$ cat config.mk
export PLATFORM = sky130hd
export DESIGN_NAME = alu_seq_flat
export DESIGN_NICKNAME = d
export VERILOG_FILES = /design/src/rtl/alu_seq_if.sv /design/src/rtl/alu_seq.sv /design/src/flat_wrapper.sv
export SDC_FILE = /design/constraint.sdc
export NUM_CORES = 1
export LEC_CHECK = 0
export BUFFER_PORTS_ARGS = -buffer_cell sky130_fd_sc_hd__buf_2
export CORE_MARGIN = 2
export CORE_UTILIZATION = 35
export CTS_CLUSTER_SIZE = 12
export DETAILED_ROUTE_END_ITERATION = 12
export GPL_TIMING_DRIVEN = 0
export PLACE_DENSITY = 0.61
export REMOVE_ABC_BUFFERS = 1
export SYNTH_ARGS = -nofsm -noshare
export SYNTH_HDL_FRONTEND = slang
export SYNTH_SLANG_ARGS = --single-unit
$ cat constraint.sdc
create_clock -name clk -period 5.38 [get_ports clk]
set_input_delay 0.269 -clock clk [delete_from_list [all_inputs] [get_ports clk]]
set_output_delay 0.269 -clock clk [all_outputs]
set_load 0.03 [all_outputs]
$ cat src/rtl/alu_seq_if.sv
`default_nettype none
// ---------------------------------------------------------------------------
// Module   : alu_seq_if
// Purpose  : Request/result bundle between the control FSM and alu_seq.
//            The master issues operations; the slave (the ALU) returns
//            registered results with a ready/done handshake.
// Revision : 1.0 - initial release
// ---------------------------------------------------------------------------
interface alu_seq_if #(
  parameter int WIDTH = 32
);
  logic             start;
  logic [3:0]       op;
  logic [WIDTH-1:0] a;
  logic [WIDTH-1:0] b;
  logic             c_in;
  logic             ready;
  logic             done;
  logic [WIDTH-1:0] r;
  logic [WIDTH-1:0] r_hi;
  logic             zero;
  logic             neg;
  logic             carry;
  logic             ovf;
  logic             dz;
  logic             err;

  modport master (
    output start, op, a, b, c_in,
    input  ready, done, r, r_hi, zero, neg, carry, ovf, dz, err
  );

  modport slave (
    input  start, op, a, b, c_in,
    output ready, done, r, r_hi, zero, neg, carry, ovf, dz, err
  );
endinterface
`default_nettype wire

$ cat src/rtl/alu_seq.sv
`default_nettype none
// ---------------------------------------------------------------------------
// Module   : alu_seq
// Purpose  : Parametrised sequential ALU. Logic/add/shift ops complete in one
//            cycle; unsigned multiply (shift-add) and divide (restoring) take
//            WIDTH iterations. Results are registered and held between ops.
// Revision : 1.0 - initial release
// ---------------------------------------------------------------------------
module alu_seq #(
  parameter int WIDTH = 32
) (
  input  wire logic clk,
  input  wire logic reset,
  alu_seq_if.slave  bus
);
  localparam int SHW = $clog2(WIDTH);

  localparam logic [3:0] OP_AND  = 4'b0000;
  localparam logic [3:0] OP_OR   = 4'b0001;
  localparam logic [3:0] OP_ADD  = 4'b0010;
  localparam logic [3:0] OP_XOR  = 4'b0011;
  localparam logic [3:0] OP_SUB  = 4'b0100;
  localparam logic [3:0] OP_SLL  = 4'b0101;
  localparam logic [3:0] OP_SRL  = 4'b0110;
  localparam logic [3:0] OP_NOR  = 4'b0111;
  localparam logic [3:0] OP_MULU = 4'b1000;
  localparam logic [3:0] OP_DIVU = 4'b1001;

  typedef enum logic [1:0] {
    IDLE = 2'd0,
    RUN  = 2'd1,
    DONE = 2'd2
  } state_t;

  state_t           state, state_nx;
  logic [SHW-1:0]   cnt;
  logic             is_div;
  logic [WIDTH-1:0] opd;   // multiplicand or divisor
  logic [WIDTH-1:0] hi;    // partial product high half / partial remainder
  logic [WIDTH-1:0] lo;    // multiplier (shifting out) / quotient (shifting in)

  logic [WIDTH-1:0] res, res_hi;
  logic             res_carry, res_ovf, res_dz, res_err;

  logic             accept, long_op, last;

  assign accept  = bus.start && (state != RUN);
  assign long_op = (bus.op == OP_MULU) || (bus.op == OP_DIVU);
  assign last    = (cnt == SHW'(WIDTH - 1));

  assign bus.ready = (state != RUN);
  assign bus.done  = (state == DONE);
  assign bus.r     = res;
  assign bus.r_hi  = res_hi;
  assign bus.zero  = (res == '0);
  assign bus.neg   = res[WIDTH-1];
  assign bus.carry = res_carry;
  assign bus.ovf   = res_ovf;
  assign bus.dz    = res_dz;
  assign bus.err   = res_err;

  // State register.
  always_ff @(posedge clk or posedge reset) begin
    if (reset) state <= IDLE;
    else       state <= state_nx;
  end

  // Next-state: DONE accepts a new request just like IDLE for back-to-back issue.
  always_comb begin
    state_nx = state;
    case (state)
      IDLE:    if (accept) state_nx = long_op ? RUN : DONE;
      RUN:     if (last)   state_nx = DONE;
      DONE:    state_nx = accept ? (long_op ? RUN : DONE) : IDLE;
      default: state_nx = IDLE;
    endcase
  end

  // Single-cycle ops, evaluated straight from the request inputs at accept.
  logic             is_sub;
  logic [WIDTH-1:0] b_eff;
  logic [WIDTH:0]   sum;
  logic [WIDTH-1:0] alu_r;
  logic             alu_carry, alu_ovf, alu_err;

  always_comb begin
    is_sub    = (bus.op == OP_SUB);
    b_eff     = is_sub ? ~bus.b : bus.b;
    sum       = {1'b0, bus.a} + {1'b0, b_eff} + {{WIDTH{1'b0}}, bus.c_in};
    alu_r     = '0;
    alu_carry = 1'b0;
    alu_ovf   = 1'b0;
    alu_err   = 1'b0;
    case (bus.op)
      OP_AND:  alu_r = bus.a & bus.b;
      OP_OR:   alu_r = bus.a | bus.b;
      OP_XOR:  alu_r = bus.a ^ bus.b;
      OP_NOR:  alu_r = ~(bus.a | bus.b);
      OP_SLL:  alu_r = bus.a << bus.b[SHW-1:0];
      OP_SRL:  alu_r = bus.a >> bus.b[SHW-1:0];
      OP_ADD, OP_SUB: begin
        alu_r     = sum[WIDTH-1:0];
        alu_carry = sum[WIDTH];
        alu_ovf   = (bus.a[WIDTH-1] == b_eff[WIDTH-1]) &&
                    (sum[WIDTH-1] != bus.a[WIDTH-1]);
      end
      default: alu_err = 1'b1;
    endcase
  end

  // One multiply or divide iteration. A zero divisor never borrows, so the
  // quotient fills with ones and the remainder collects the dividend.
  logic [WIDTH:0]   mul_add;
  logic [WIDTH:0]   div_diff;
  logic [WIDTH-1:0] hi_nx, lo_nx;

  always_comb begin
    mul_add  = {1'b0, hi} + {1'b0, (lo[0] ? opd : {WIDTH{1'b0}})};
    div_diff = {hi, lo[WIDTH-1]} - {1'b0, opd};
    if (is_div) begin
      if (!div_diff[WIDTH]) begin
        hi_nx = div_diff[WIDTH-1:0];
        lo_nx = {lo[WIDTH-2:0], 1'b1};
      end else begin
        hi_nx = {hi[WIDTH-2:0], lo[WIDTH-1]};
        lo_nx = {lo[WIDTH-2:0], 1'b0};
      end
    end else begin
      hi_nx = mul_add[WIDTH:1];
      lo_nx = {mul_add[0], lo[WIDTH-1:1]};
    end
  end

  // Operand latching, iteration and result registers (held until next completion).
  always_ff @(posedge clk or posedge reset) begin
    if (reset) begin
      cnt       <= '0;
      is_div    <= 1'b0;
      opd       <= '0;
      hi        <= '0;
      lo        <= '0;
      res       <= '0;
      res_hi    <= '0;
      res_carry <= 1'b0;
      res_ovf   <= 1'b0;
      res_dz    <= 1'b0;
      res_err   <= 1'b0;
    end else if (accept) begin
      cnt    <= '0;
      is_div <= (bus.op == OP_DIVU);
      hi     <= '0;
      opd    <= (bus.op == OP_DIVU) ? bus.b : bus.a;
      lo     <= (bus.op == OP_DIVU) ? bus.a : bus.b;
      if (!long_op) begin
        res       <= alu_r;
        res_hi    <= '0;
        res_carry <= alu_carry;
        res_ovf   <= alu_ovf;
        res_dz    <= 1'b0;
        res_err   <= alu_err;
      end
    end else if (state == RUN) begin
      cnt <= cnt + 1'b1;
      hi  <= hi_nx;
      lo  <= lo_nx;
      if (last) begin
        res       <= lo_nx;
        res_hi    <= hi_nx;
        res_carry <= 1'b0;
        res_ovf   <= 1'b0;
        res_dz    <= is_div && (opd == '0);
        res_err   <= 1'b0;
      end
    end
  end
endmodule
`default_nettype wire

$ cat src/flat_wrapper.sv
// flat-port wrapper written by rule: the top's interface ports become plain ports
module alu_seq_flat 
#(
  parameter int WIDTH = 32
)
  (clk, reset, bus_start, bus_op, bus_a, bus_b, bus_c_in, bus_ready, bus_done, bus_r, bus_r_hi, bus_zero, bus_neg, bus_carry, bus_ovf, bus_dz, bus_err);
  alu_seq_if #(.WIDTH(WIDTH)) bus_i ();
  input  wire logic clk;
  input  wire logic reset;
  input wire logic [$bits(bus_i.start)-1:0] bus_start;
  input wire logic [$bits(bus_i.op)-1:0] bus_op;
  input wire logic [$bits(bus_i.a)-1:0] bus_a;
  input wire logic [$bits(bus_i.b)-1:0] bus_b;
  input wire logic [$bits(bus_i.c_in)-1:0] bus_c_in;
  output wire logic [$bits(bus_i.ready)-1:0] bus_ready;
  output wire logic [$bits(bus_i.done)-1:0] bus_done;
  output wire logic [$bits(bus_i.r)-1:0] bus_r;
  output wire logic [$bits(bus_i.r_hi)-1:0] bus_r_hi;
  output wire logic [$bits(bus_i.zero)-1:0] bus_zero;
  output wire logic [$bits(bus_i.neg)-1:0] bus_neg;
  output wire logic [$bits(bus_i.carry)-1:0] bus_carry;
  output wire logic [$bits(bus_i.ovf)-1:0] bus_ovf;
  output wire logic [$bits(bus_i.dz)-1:0] bus_dz;
  output wire logic [$bits(bus_i.err)-1:0] bus_err;
  assign bus_i.start = bus_start;
  assign bus_i.op = bus_op;
  assign bus_i.a = bus_a;
  assign bus_i.b = bus_b;
  assign bus_i.c_in = bus_c_in;
  assign bus_ready = bus_i.ready;
  assign bus_done = bus_i.done;
  assign bus_r = bus_i.r;
  assign bus_r_hi = bus_i.r_hi;
  assign bus_zero = bus_i.zero;
  assign bus_neg = bus_i.neg;
  assign bus_carry = bus_i.carry;
  assign bus_ovf = bus_i.ovf;
  assign bus_dz = bus_i.dz;
  assign bus_err = bus_i.err;
  alu_seq #(.WIDTH(WIDTH)) u_core (.clk(clk), .reset(reset), .bus(bus_i));
endmodule
==> out/metrics.cfg, run 1 <==
[outcome]
status=finished clean

[synth]
syn_avg_cell_area_um2=7.70
synth_flop_cell=dfrtp_1
synthArstFlopShare_pct=100
syn_area_um2=19100
synth_top_area_share_pct=22.6
synth_top_area_cell=dfrtp_1
ys_seq_area_share_pct=22.6
yosysWarningCount=0
netlist_instances=2476
ys_types=81
synth-edff-count=0
ys_ff_latch=172
synthTopCellsByArea=dfrtp_1 (23%), ha_1 (11%), nand2_1 (5.5%)

[global_route]
antenna_found_initial=7
grt_remaining_overflow=0
grt_pass1_wl_um=119000
grt_max_degree=96
grt_pass1_vias=19100
grtUsageTotal_pct=27.6

[floorplanning]
die_height_um=237
floorplan.die.width_um=237
io-pin-count=144
core_um2=53800
dieArea_um2=56300
start_util_pct=35.4
rows=85

[worst_setup_path]
cp_max_fo=61
arrival_ps=5520
endpoint=u_core.bus.r[27]
end_kind=register
worstReg2RegEnd=u_core.bus.r_hi[31]
rr_worst_depth=13
r2r-start=u_core.lo[0]
crit_type=input pin to register
worstSetupStartpointType=input pin
critPathSlowestCell=buf_2
r2r_slack_ps=400
required_ps=5740
crit_chain=buf_2 > inv_1 > buf_16 > nor2_4 > buf_12 > nand2b_2 > nand2_2 > nand3_1 > a221oi_1 > a21oi_1 > or3_1
cp-startpoint=bus_start
cpPeakStageDelay_ps=880

[cells_and_area]
regArea_um2=4310
final_cell_mix=nand2_1 (278), nor2_1 (211), o21ai_0 (175)
multi_input_area_um2=13700
fin_nets=2744
layout-drive-gt1-share_pct=11.3
area_growth_pct=11.4
final_cell_area_um2=21200
n_fill_cell=5583
layout_commonest_cell=nand2_1

[worst_hold_path]
hold_class=input pin to register
holdPathStages=3

[drt]
vias_per_cell=6.15
wl_per_cell_um=24.3
drt_iter0_markers=2137
vias=19800
drc_errors=0
drt_pass1_iterations=6
ant_nets=0
postRouteWirelength_um=78100

[timing]
fin_crit_ps=5160
grt_setup_unrepaired=no
setup_viol=0
slew_headroom_pct=2.02
drv_slew=0
holdWs_ps=72.6
fmax_mhz=194
tightest_slew_ps=1470
finalClockSkew_ps=17.0
fin_crit_sh_pct=95.9
hold_viol_final=0

[clocking]
cts_tree=yes
h-tree-depth=4
clkLatencyLatePin_ps=480
post_cts.repair.setup_buffers=0
numCtsBuffers=17
clock-sinks=172
clk_pin_slew_ps=80
cts_root_buffer=clkbuf_16
cts_max_path_buffers=2

[placed_design]
dpl_cell_area_um2=20600
place_congestion=1.00
dp_hpwl_um=60100
io_buffers=143

[job]
maxCapViolCount=0

[power]
p_leak_nw=9.44
powerDensity_nw_per_um2=252
vdd_drop_max_mv=0.256

-- cell families (layout without fill, tap and decap cells) --
logic type / Yosys count / in the layout / synth area share (%)
adders and majority gates: 166 / 166 / 11.1
and+or+nand+nor: 791 / 791 / 19.0
muxes: 140 / 140 / 9.07
AOI/OAI and AO/OA: 819 / 819 / 27.8
other: 0 / 2 / 0
DFF: 172 / 172 / 22.6
buffers and inverters: 287 / 330 / 5.86
xor gates and xnor gates: 101 / 101 / 4.64
-- Yosys cell counts, drive strengths merged, types with 12 or more instances --
| cell | instances |
|---|---|
| nand2 | 280 |
| o21ai | 232 |
| nor2 | 214 |
| dfrtp | 172 |
| a21oi | 168 |
| ha | 162 |
| clkbuf | 121 |
| inv | 118 |
| mux2i | 103 |
| o211ai | 74 |
| xnor2 | 73 |
| nand3 | 63 |
| a31oi | 61 |
| nor3 | 49 |
| a21o | 48 |
| buf | 47 |
| and2 | 40 |
| a221oi | 38 |
| a211oi | 29 |
| nand2b | 28 |
| xor2 | 28 |
| or3 | 26 |
| mux4 | 25 |
| nor2b | 21 |
| o21a | 20 |
| o31ai | 19 |
| nor4 | 18 |
| nand4 | 14 |
| and3 | 13 |
| mux2 | 12 |
-- layer usage --
metal  GRT usage (%)  wire length, um
met1            36.5            33400
met2            44.2            35900
met3            5.02             5400
met4            12.0             3440
met5               0                0
-- stage by stage --
stage	setup TNS (ps)	setup slack (ps)	util (%)	cells	total power [W]
6_report	0	220	39.4	3217	0.00535
5_1_grt	0	51.8	39.4	3217	0.00565
4_1_cts	0	122	39.4	3215	0.00533
3_5_place_dp	-5220	-748	38.3	3182	0.00402
3_3_place_gp	-987980	-8110	37.1	3147	0.00396
2_1_floorplan	-55270	-1520	-	2308	0.00321
-- power by group --
part | internal [W] | total (W) | switching, W
logic | 0.000868 | 0.00237 | 0.00150
registers | 0.00145 | 0.00168 | 0.000231
clock network | 0.000676 | 0.00130 | 0.000628
-- critical path, delay by kind of cell --
kind	cells	cell delay, ps
compound gates	2	640
buf+inv	4	2160
simple gates	5	2250
-- sequential cells by signal (all words and copies together), names as in the netlist --
name / flops
u_core.lo: 32
u_core.bus.ovf: 1
u_core.bus.carry: 1
u_core.bus.err: 1
u_core.cnt: 5
u_core.state: 2
u_core.hi: 32
u_core.is_div: 1
u_core.bus.dz: 1
u_core.bus.r: 32
u_core.opd: 32
u_core.bus.r_hi: 32
-- layout make-up --
type | count | share of cell area [%]
antenna | 2 | 0.0236
clock buffer | 20 | 2.15
inverter | 119 | 2.17
clock inverter | 12 | 0.601
multi-input combinational | 2017 | 64.6
sequential | 172 | 20.3
tap | 696 | 4.10
timing repair buffer | 179 | 6.05
-- worst min path at each step --
stage | startpoint | endpoint | slack (ps)
floorplan | bus_b[12] | u_core.opd[12] | 420
global placement | u_core.state[1] | u_core.state[1] | 460
detailed placement | reset | u_core.bus.r[2] | 410
CTS | bus_b[8] | u_core.opd[8] | 60
global route | bus_b[18] | u_core.opd[18] | 70
finish | bus_b[8] | u_core.opd[8] | 70
-- what timing repair did --
action	in CTS	in global routing
setup endpoints to repair	1	10
hold buffers	1	0
resized for setup	1	1
hold endpoints to repair	77	0
No activity file was read; power rests on OpenSTA's default activity.
==> inputs of run 2 (changes only) <==
clock period = 6.7 ns   (was 5.38 ns; I/O delays follow)
==> run 2 against run 1 <==
  * Wire length barely moved
  * Sequential share of layout area barely moved
  * Total power fell by 20%
  * Flip-flop and latch count did not move
  * Final area rose by 0.12%
  * Global-route usage did not move
  * Hold slack improved by 65 ps
  * Sequential power fell by 20%
  * Non-clock buffer count rose by 1
==> out/metrics.cfg, run 2 (synthesis gave the netlist of run 1 again) <==
[floorplanning]
core_um2=53800
dieArea_um2=56300
start_util_pct=35.4
rows=85
die_height_um=237
io-pin-count=144
floorplan.die.width_um=237

[drt]
drt_pass1_iterations=6
wl_per_cell_um=24.3
vias=19800
drt_iter0_markers=2150
ant_nets=0
vias_per_cell=6.15
drc_errors=0
postRouteWirelength_um=78100

[global_route]
antenna_found_initial=7
grt_pass1_vias=19100
grtUsageTotal_pct=27.6
grt_pass1_wl_um=119000
grt_max_degree=96
grt_remaining_overflow=0

[clocking]
clk_pin_slew_ps=80
clkLatencyLatePin_ps=480
cts_max_path_buffers=2
cts_tree=yes
h-tree-depth=4
clock-sinks=172
numCtsBuffers=17
cts_root_buffer=clkbuf_16

[power]
vdd_drop_max_mv=0.205
p_leak_nw=9.45
powerDensity_nw_per_um2=202

[placed_design]
place_congestion=1.00
io_buffers=143
dp_hpwl_um=60100
dpl.cell_count=3182

[outcome]
status=finished clean

[worst_setup_path]
cp_max_fo=57
required_ps=7080
crit_type=input pin to register
worstSetupStartpointType=input pin
critPathSlowestCell=clkinv_1
cpPeakStageDelay_ps=1440
end_kind=register
arrival_ps=5960
crit_chain=buf_2 > clkinv_1 > xnor2_1 > ha_1 > o21a_1 > o21ai_0 > a211o_1 > a21oi_1 > xor2_1 > a2111oi_0 > a211oi_1 > a21o_1

[timing]
drv_slew=0
setup_viol=0
setup_tns_ps=0
hold_viol_final=0
fmax_mhz=179
fin_crit_ps=5590
fin_crit_sh_pct=83.4
slew_headroom_pct=3.13
tightest_slew_ps=1450
finalClockSkew_ps=16.6
grt_setup_unrepaired=no

[cells_and_area]
layout_commonest_cell=nand2_1
final_cell_mix=nand2_1 (279), nor2_1 (211), o21ai_0 (175)
area_growth_pct=11.5
fin_nets=2745
layout.cells.non_filler=3220
layout-drive-gt1-share_pct=11.2
postLayoutCoreUtil_pct=39.5

[worst_hold_path]
hold_class=input pin to register

[job]
maxCapViolCount=0

==> run 2: cell type report <==
class,count,area (um2)
inverters,119,457
well taps,696,871
clock buffers,20,457
repair buffers,180,1310
clock inverters,12,128
multi-input cells,2017,13700
flip-flops and latches,172,4310
fillers,5579,32600
diodes,4,10.0
==> run 2: metal layers <==
metal | share of wire (%) | vias up | global-route usage [%]
met5 | 0 | - | 0
met3 | 7.2 | 168 | 5.02
met2 | 46 | 882 | 44.2
met1 | 43 | 9638 | 36.5
met4 | 4.4 | 0 | 12.0
li1 | - | 9129 | -
==> run 2: stage by stage <==
step / area [um2] / power (W) / setup WS, ps / hold WS [ps]
finish: 21200 / 0.00430 / 1110 / 137
global route: 21200 / 0.00454 / 931 / 137
CTS: 21200 / 0.00428 / 1010 / 121
detailed placement: 20600 / 0.00323 / 506 / 472
global placement: 20000 / 0.00318 / -6790 / 457
floorplan: 18400 / 0.00258 / -199 / 439
==> run 2: worst max-delay path: cells and delay by family <==
kind            cells  cell delay [ps]
buf+inv             2             2290
fa+ha+maj           1              370
xor+xnor            2              750
compound gates      7             2190
==> run 2: final timing paths <==
kind	from	to	slack, ps	cells past startpoint
hold / removal	bus_b[18]	u_core.opd[18]	140	3
setup / recovery	bus_b[3]	u_core.bus.r[16]	1110	12
min in group asynchronous	reset	u_core.lo[3]	480	3
setup reg to reg	u_core.lo[0]	u_core.bus.r_hi[31]	1710	13
hold reg to reg	u_core.bus.r_hi[20]	u_core.bus.r_hi[20]	480	2
max in group asynchronous	reset	u_core.is_div	5280	4
==> run 2: report_power, final <==
group          total [W]  internal [W]  switching, W
Combinational    0.00190      0.000700       0.00120
Clock            0.00105      0.000543      0.000504
Sequential       0.00135       0.00117      0.000186
Total            0.00430       0.00241       0.00189
==> run 2: timing repair <==
| item | in CTS | in global routing |
|---|---|---|
| setup buffers | 0 | 0 |
| gates resized for setup | 0 | 0 |
| endpoints found under the hold margin | 77 | 0 |
| hold buffers | 1 | 0 |
==> inputs of run 3 (changes only) <==
clock period = 5.21 ns   (was 6.7 ns; I/O delays follow)
==> run 3 against run 2 <==
  * The flow now finishes with violations (capacitance limit)
  * Sequential share of layout area hardly changed
  * Final area decreased by 0.12%
  * Die area unchanged
  * Hold slack got worse by 73 ps
  * Flip-flop and latch count unchanged
  * Largest cell class unchanged
==> out/metrics.cfg, run 3 (synthesis gave the netlist of run 1 again) <==
[worst_setup_path]
worstSetupStartpointType=input pin
required_ps=5590
end_kind=register
r2r_slack_ps=470
crit_type=input pin to register
cp_max_fo=9
arrival_ps=5220

[clocking]
post_cts.repair.setup_buffers=0
h-tree-depth=4
clk_pin_slew_ps=80
cts_root_buffer=clkbuf_16
numCtsBuffers=17
cts_max_path_buffers=2
cts_tree=yes
clock-sinks=172
clkLatencyLatePin_ps=480

[power]
seq_power_share_pct=31.4
swShare_pct=44.0
p_int_w=0.00309
p_sw_w=0.00243
comb_power_share_pct=44.2
powerDensity_nw_per_um2=260
p_leak_nw=9.44
p_clk_share_pct=24.4
vdd_drop_max_mv=0.265

[timing]
slew_headroom_pct=1.81
fin_crit_ps=4840
hold_viol_final=0
finalClockSkew_ps=17.0
drv_slew=0
grt_setup_unrepaired=no
setup_tns_ps=0
setup_viol=0
fmax_mhz=207
tightest_slew_ps=1470
fin_crit_sh_pct=92.9

[job]
maxCapViolCount=1

[outcome]
violations=capacitance limit
status=finished, violations left

[cells_and_area]
regArea_um2=4310
multi_input_area_um2=13700
final_cell_area_um2=21200
layout-drive-gt1-share_pct=11.3
fin_nets=2744
n_fill_cell=5580
final_cell_mix=nand2_1 (278), nor2_1 (211), o21ai_0 (175)
layout_commonest_cell=nand2_1
area_growth_pct=11.4

[drt]
vias=19800
drt_iter0_markers=2137
drc_errors=0
wl_per_cell_um=24.3
vias_per_cell=6.16
postRouteWirelength_um=78100
ant_nets=0
drt_pass1_iterations=6

[floorplanning]
start_util_pct=35.4
rows=85
core_um2=53800
io-pin-count=144
dieArea_um2=56300
floorplan.die.width_um=237
die_height_um=237

[placed_design]
dp_hpwl_um=60100
place_congestion=1.00
dpl_cell_area_um2=20600
io_buffers=143

[global_route]
grt_pass1_vias=19100
grt_pass1_wl_um=119000
antenna_found_initial=7
grtUsageTotal_pct=27.6
grt_max_degree=96
grt_remaining_overflow=0

[worst_hold_path]
hold_class=input pin to register

-- run 3: cell count changes in the layout (fill, tap and decap cells not counted), sizes merged --
cell,delta
clkbuf,+1
buf,-2
diode,-2
-- run 3: final timing paths --
kind | end | cells after the start | from
worst max register to register | u_core.bus.r_hi[31] | 13 | u_core.lo[0]
min in group asynchronous | u_core.lo[3] | 3 | reset
worst max-delay path | u_core.bus.r[16] | 17 | bus_op[3]
worst min register to register | u_core.bus.r_hi[20] | 2 | u_core.bus.r_hi[20]
max in group asynchronous | u_core.bus.r[28] | 4 | reset
worst min-delay path | u_core.opd[8] | 3 | bus_b[8]
-- run 3: layer usage --
metal / track usage (%) / wire length (um) / part of all wire [%]
met5: 0 / 0 / 0
met4: 12.0 / 3480 / 4.5
met3: 5.02 / 5380 / 6.9
met2: 44.2 / 35800 / 46
met1: 36.5 / 33400 / 43
-- run 3: final cells by class --
| class | count | area share (%) |
|---|---|---|
| diodes | 2 | 0.0236 |
| inverters | 119 | 2.16 |
| multi-input cells | 2017 | 64.6 |
| flip-flops and latches | 172 | 20.3 |
| clock inverters | 12 | 0.601 |
| well taps | 696 | 4.10 |
| repair buffers | 179 | 6.06 |
| clock buffers | 20 | 2.15 |
-- run 3: critical path, cell delays in order --
cell,delay [ps]
buf_2,160
nand2b_1,280
nor3_2,500
buf_6,260
buf_6,180
xnor2_1,110
fa_1,450
fa_1,450
nor2b_1,130
o21a_1,200
o21ai_0,150
a211o_1,340
a21oi_1,440
xor2_1,260
a2111oi_0,650
a211oi_1,140
a21o_1,240
-- run 3: power groups by stage --
stage | clock network [W] | registers (W) | logic, W
after floorplan | 0 | 0.00177 | 0.00154
after detailed placement | 0 | 0.00176 | 0.00240
final | 0.00135 | 0.00174 | 0.00244
after global placement | 0 | 0.00176 | 0.00233
after global routing | 0.00141 | 0.00176 | 0.00267
after CTS | 0.00136 | 0.00173 | 0.00241
-- run 3: stage by stage --
stage / hold WS [ps] / power [W] / setup WS (ps) / instances / utilization (%)
2_1_floorplan: 408 / 0.00331 / -1690 / 2308 / -
3_3_place_gp: 457 / 0.00409 / -8280 / 3147 / 37.1
3_5_place_dp: 397 / 0.00415 / -909 / 3182 / 38.3
4_1_cts: 46.7 / 0.00550 / 102 / 3215 / 39.4
5_1_grt: 62.7 / 0.00584 / 155 / 3217 / 39.4
6_report: 64.0 / 0.00553 / 370 / 3217 / 39.4
-- run 3: what timing repair did --
action,in CTS,in global routing
resized for setup,2,2
hold buffers,1,0
setup endpoints to repair,11,3
hold endpoints to repair,77,0
